<file path="src/rtl/gpu_cmd_pkg.sv">
// Shared types and field layout for the GPU input command word.
package gpu_cmd_pkg;

  localparam int unsigned CMD_W       = 96;
  localparam int unsigned OP_W        = 4;
  localparam int unsigned COLOR_W     = 24;
  localparam int unsigned COORD_W_DEF = 10;

  localparam int unsigned H_RES_DEF = 640;
  localparam int unsigned V_RES_DEF = 480;

  // LSB position of each field inside the 96-bit word; [27:0] is reserved.
  localparam int unsigned OP_LSB    = 92;
  localparam int unsigned COLOR_LSB = 68;
  localparam int unsigned X1_LSB    = 58;
  localparam int unsigned Y1_LSB    = 48;
  localparam int unsigned X2_LSB    = 38;
  localparam int unsigned Y2_LSB    = 28;

  typedef enum logic [OP_W-1:0] {
    OP_NOP       = 4'd0,
    OP_PIXEL     = 4'd1,
    OP_LINE      = 4'd2,
    OP_RECT      = 4'd3,
    OP_FILL_RECT = 4'd4,
    OP_CLEAR     = 4'd5
  } cmd_op_t;

  typedef struct packed {
    cmd_op_t                  opcode;
    logic [COLOR_W-1:0]       color;
    logic [COORD_W_DEF-1:0]   x1;
    logic [COORD_W_DEF-1:0]   y1;
    logic [COORD_W_DEF-1:0]   x2;
    logic [COORD_W_DEF-1:0]   y2;
  } gpu_cmd_t;

  typedef enum logic [1:0] {
    ST_IDLE  = 2'd0,
    ST_HOLD  = 2'd1,
    ST_DRAIN = 2'd2
  } rd_state_t;

endpackage

</file>
<file path="src/rtl/cmd_decode.sv">
// Combinational split of a FIFO word into command fields plus legality check.
module cmd_decode
  import gpu_cmd_pkg::*;
#(
  parameter int unsigned H_RES = H_RES_DEF,
  parameter int unsigned V_RES = V_RES_DEF
) (
  input  logic [CMD_W-1:0] word,
  output gpu_cmd_t         cmd,
  output logic             legal,
  output logic             is_nop
);

  logic x1_ok, y1_ok, x2_ok, y2_ok;
  logic unused_rsvd;

  // Reserved low bits carry no meaning for the reader.
  assign unused_rsvd = ^word[Y2_LSB-1:0];

  // Field extraction, coordinate range checks and per-opcode legality.
  always_comb begin
    cmd.opcode = cmd_op_t'(word[OP_LSB +: OP_W]);
    cmd.color  = word[COLOR_LSB +: COLOR_W];
    cmd.x1     = word[X1_LSB +: COORD_W_DEF];
    cmd.y1     = word[Y1_LSB +: COORD_W_DEF];
    cmd.x2     = word[X2_LSB +: COORD_W_DEF];
    cmd.y2     = word[Y2_LSB +: COORD_W_DEF];

    x1_ok = 32'(cmd.x1) < H_RES;
    y1_ok = 32'(cmd.y1) < V_RES;
    x2_ok = 32'(cmd.x2) < H_RES;
    y2_ok = 32'(cmd.y2) < V_RES;

    legal  = 1'b0;
    is_nop = 1'b0;
    case (cmd.opcode)
      OP_NOP:                         is_nop = 1'b1;
      OP_PIXEL:                       legal  = x1_ok && y1_ok;
      OP_LINE, OP_RECT, OP_FILL_RECT: legal  = x1_ok && y1_ok && x2_ok && y2_ok;
      OP_CLEAR:                       legal  = 1'b1;
      default:                        legal  = 1'b0;
    endcase
  end

endmodule

</file>
<file path="src/rtl/cmd_fifo_reader.sv">
// Consumer end of the GPU command FIFO: pops, decodes, filters and presents
// legal commands to the rasteriser over a valid/ready handshake.
module cmd_fifo_reader
  import gpu_cmd_pkg::*;
#(
  parameter int unsigned DATA_W  = CMD_W,
  parameter int unsigned COORD_W = COORD_W_DEF,
  parameter int unsigned H_RES   = H_RES_DEF,
  parameter int unsigned V_RES   = V_RES_DEF
) (
  input  logic               clk,
  input  logic               n_rst,
  input  logic               fifo_empty,
  input  logic [DATA_W-1:0]  fifo_r_data,
  output logic               fifo_r_enable,
  input  logic               flush,
  input  logic               cmd_ready,
  output logic               cmd_valid,
  output logic [3:0]         opcode,
  output logic [23:0]        color,
  output logic [COORD_W-1:0] x1,
  output logic [COORD_W-1:0] y1,
  output logic [COORD_W-1:0] x2,
  output logic [COORD_W-1:0] y2,
  output logic               cmd_error,
  output logic               busy
);

  rd_state_t state, state_nxt;
  gpu_cmd_t  dec_cmd, cmd_q;
  logic      dec_legal, dec_nop;
  logic      pop, load, err_nxt;

  cmd_decode #(
    .H_RES (H_RES),
    .V_RES (V_RES)
  ) u_decode (
    .word   (fifo_r_data),
    .cmd    (dec_cmd),
    .legal  (dec_legal),
    .is_nop (dec_nop)
  );

  // Pop strobe; gated by n_rst so it drops immediately while reset is held.
  always_comb begin
    pop = 1'b0;
    if (n_rst && !fifo_empty) begin
      case (state)
        ST_IDLE:  pop = !flush;
        ST_HOLD:  pop = !flush && cmd_ready;
        ST_DRAIN: pop = 1'b1;
        default:  pop = 1'b0;
      endcase
    end
  end

  // Next state, field load and error pulse; flush overrides everything.
  always_comb begin
    state_nxt = state;
    load      = 1'b0;
    err_nxt   = 1'b0;
    if (flush) begin
      state_nxt = ST_DRAIN;
    end else begin
      case (state)
        ST_IDLE, ST_HOLD: begin
          if (pop) begin
            if (dec_legal) begin
              state_nxt = ST_HOLD;
              load      = 1'b1;
            end else begin
              state_nxt = ST_IDLE;
              err_nxt   = !dec_nop;
            end
          end else if (state == ST_HOLD && cmd_ready) begin
            state_nxt = ST_IDLE;
          end
        end
        ST_DRAIN: begin
          if (fifo_empty) state_nxt = ST_IDLE;
        end
        default: state_nxt = ST_IDLE;
      endcase
    end
  end

  // State, error pulse and held command registers.
  always_ff @(posedge clk or negedge n_rst) begin
    if (!n_rst) begin
      state     <= ST_IDLE;
      cmd_error <= 1'b0;
      cmd_q     <= '0;
    end else begin
      state     <= state_nxt;
      cmd_error <= err_nxt;
      if (load) cmd_q <= dec_cmd;
    end
  end

  assign fifo_r_enable = pop;
  assign cmd_valid     = (state == ST_HOLD);
  assign busy          = (state != ST_IDLE);
  assign opcode        = cmd_q.opcode;
  assign color         = cmd_q.color;
  assign x1            = cmd_q.x1;
  assign y1            = cmd_q.y1;
  assign x2            = cmd_q.x2;
  assign y2            = cmd_q.y2;

endmodule

</file>
<file path="config.mk">
export PLATFORM = sky130hd
export DESIGN_NAME = cmd_fifo_reader
export DESIGN_NICKNAME = d
export VERILOG_FILES = /design/src/rtl/gpu_cmd_pkg.sv /design/src/rtl/cmd_decode.sv /design/src/rtl/cmd_fifo_reader.sv
export SDC_FILE = /design/constraint.sdc
export NUM_CORES = 1
export LEC_CHECK = 0
export CAP_MARGIN = 40
export CORE_AREA = 5 5 83 100
export DETAILED_ROUTE_END_ITERATION = 6
export DIE_AREA = 0 0 88 105
export PLACE_DENSITY = 0.87
export SETUP_SLACK_MARGIN = 0.1
export SLEW_MARGIN = 40
export SYNTH_ARGS = -nofsm -noshare
export SYNTH_HDL_FRONTEND = slang
export SYNTH_SLANG_ARGS = --single-unit
</file>
<file path="constraint.sdc">
create_clock -name clk -period 3.7 [get_ports clk]
set_input_delay 0.74 -clock clk [delete_from_list [all_inputs] [get_ports clk]]
set_output_delay 0.74 -clock clk [all_outputs]
set_load 0.05 [all_outputs]
</file>
==> results.py <==
metrics = {
    "drt": {
        "ant_nets": 0,
        "totalWireLength_um": 7067,
        "via_per_inst": 4.760,
        "firstDrtPassIters": 4,
        "avgRoutedWirePerCell_um": 16.95,
        "drc": 0,
        "via_count": 1985,
        "drt-initial-drc-count": 45,
    },
    "placement": {
        "gp_congestion": 0.6775,
        "portBuffers": 144,
        "dp_hpwl_um": 5383,
        "dpl_cell_area_um2": 4314,
    },
    "timing": {
        "min_period_over_period_pct": 85.35,
        "worst_pin_slew_ns": 0.6360,
        "holdWs_ns": 0.4615,
        "rsz0062_at_grt": "no",
        "final_hold_viol_count": 0,
        "period_needed_ns": 3.158,
        "max_slew_margin_pct": 57.60,
        "fmax_ghz": 0.3167,
        "setup_violations": 0,
        "setup_tns_ns": 0,
        "fin_skew_ns": 0.01114,
        "report.final.slew_viol_count": 0,
    },
    "worst_setup_path": {
        "worstPathRequired_ns": 2.96,
        "cp-end-kind": "output pin",
        "crit_slowest_cell": "clkdlybuf4s50_1",
        "crit_top_cell": "clkdlybuf4s50_1",
        "path_class": "input port to output pin",
        "arrival_ns": 2.42,
        "startpoint_type": "input port",
        "critPathMaxFanout": 2,
        "path_cells": "clkdlybuf4s50_1, nand2b_1, a211oi_1, clkdlybuf4s50_1",
        "cpPeakStageDelay_ns": 0.84,
        "reg2reg_depth": 5,
    },
    "logic_synthesis": {
        "syn_inst": 173,
        "syn-cell-area_um2": 2779,
        "synth_largest_area_cell": "dfrtp_1",
        "netlist.area_leader.share_pct": 63.94,
        "ys_seq_elements": 71,
        "synthXorXnorAreaFrac_pct": 0,
        "syn-num-nets": 274,
        "synth.avg_cell_area_um2": 16.06,
        "synth_simple_gate_area_share_pct": 2.476,
        "synth_compound_area_share_pct": 2.927,
        "synth_adder_area_share_pct": 0,
        "yosysUniqueCellTypes": 24,
        "yosysSeqAreaShare_pct": 63.94,
        "yosysWarnings": 0,
        "synth_top_family_by_area": "multiplexers",
        "yosys-top-cells-area": "dfrtp_1 (64%), mux2_2 (24%), mux2_4 (4.3%), buf_2 (1.1%), buf_6 (0.81%)",
        "synthMuxAreaShare_pct": 28.23,
    },
    "pwr": {
        "intPower_uw": 1492,
        "comb_power_share_pct": 26.4,
        "power.leakage_uw": 0.002118,
        "pwr-share-seq_pct": 41.0,
        "switchingPower_uw": 647.7,
        "p_per_area_nw_per_um2": 470.7,
        "ir_worst_vdd_v": 0.0003151,
        "pwr-share-clk_pct": 32.6,
        "fin_total_pwr_uw": 2140,
        "switching_share_pct": 30.27,
    },
    "clock_tree": {
        "cts_resized": 0,
        "clkSinkCount": 71,
        "ctsHoldBuffers": 0,
        "cts-htree-levels": 3,
        "numCtsBuffers": 9,
        "root_buffer": "clkbuf_8",
        "cts_tree": "yes",
        "clock_path_buffers": 2,
        "clock_latency_ns": 0.34,
        "postCtsSetupBuffers": 0,
        "clkSlewWorstSetupHoldPaths_ns": 0.07,
    },
    "grt": {
        "grt_use_total_pct": 15.63,
        "grt_pass1_vias": 2218,
        "antenna_found_initial": 0,
        "grt_pass1_wl_um": 11140,
        "grt_start_max_net_pins": 72,
        "grt.overflow.total": 0,
    },
    "floorplanning": {
        "dieArea_um2": 9240,
        "core-area_um2": 7189,
        "rows": 34,
        "die_h_um": 105,
        "fp.dieW_um": 88,
        "start_util_pct": 38.65,
        "ioPinCount": 173,
    },
    "cells_and_area": {
        "diodes": 0,
        "design_area_um2": 4546,
        "final_common_cell": "clkdlybuf4s50_1",
        "finalNetCount": 423,
        "drive_gt1_share_pct": 26.91,
        "area_delta_synth_final_pct": 63.57,
        "layout_common_cells": "clkdlybuf4s50_1 (143), dfrtp_1 (71), mux2_2 (59)",
    },
    "job": {
        "cap_violations": 0,
    },
    "hold_path": {
        "hold_path_class": "flip-flop to flip-flop",
        "hold_path_depth": 1,
    },
    "run_status": {
        "status": "finished, final reports clean",
    },
}
[path summary, 6_finish.rpt]
check	startpoint	endpoint	slack, ns
max	fifo_empty	fifo_r_enable	0.54
min	state[0]	state[1]	0.46
max reg2reg	state[0]	x2[3]	1.76
max in group asynchronous	n_rst	x1[7]	2.71
min in group asynchronous	n_rst	x2[2]	0.55
min reg2reg	state[0]	state[1]	0.46
[layer usage]
layer  up-vias  track usage [%]  share of wire [%]
li1        915                -                  -
met1       988            17.20                 36
met2        77            27.64                 55
met3         5            4.724                7.7
met4         0            6.031               0.85
met5         -                0                  0
[logic make-up (layout without fill, tap and decap cells)]
group	Yosys count	in the layout
multiplexers	67	67
buffers and inverters	12	166
AND/OR/NAND/NOR	12	12
AO/OA/AOI/OAI	11	11
flip-flops	71	71
[synth_stat cells]
master	number
dfrtp_1	71
mux2_2	59
mux2_4	8
buf_2	6
inv_1	4
nand2b_1	3
o21ai_0	3
buf_6	2
nor3_1	2
a211oi_1	1
a211oi_2	1
a21oi_1	1
a22oi_1	1
a41oi_1	1
and2_1	1
and2b_1	1
nand2_1	1
nand4_1	1
nor2_1	1
nor2b_1	1
nor4_1	1
o2111ai_1	1
o31ai_1	1
o41ai_1	1
[cell type report]
cell class / count / area [µm²]
clock buffers: 11 / 151.4
well taps: 90 / 112.6
repair buffers: 146 / 1468
inverters: 4 / 15.01
multi-input cells: 90 / 942.2
fillers: 558 / 2644
clock inverters: 5 / 80.08
flip-flops and latches: 71 / 1777
[worst max-delay path: cells and delay by family]
family                 cells  cell delay [ns]
AND/OR/NAND/NOR            1             0.18
buffers and inverters      2             1.27
AO/OA/AOI/OAI              1             0.23
[sequential cells by signal, indices dropped and copies added, names as in the netlist]
register,count
x2,10
opcode,4
state,2
x1,10
cmd_error,1
y2,10
y1,10
color,24
[power by group through the flow]
stage                     sequential [µW]  clock, µW  combinational [µW]
final                                 877        699                 564
after global routing                  885        753                 589
after CTS                             877        722                 572
after detailed placement              892          0                 571
after global placement                886          0                 562
after floorplan                      1130          0                76.6
[stage by stage]
step                setup slack, ns  instances  utilization, %
finish                       0.5422        417           63.23
global route                 0.4876        417           63.23
CTS                          0.5428        417           63.23
detailed placement           0.5511        401           60.01
global placement             0.5962        401           59.95
floorplan                    0.8813        173               -
(Power assumes the default switching activity.)
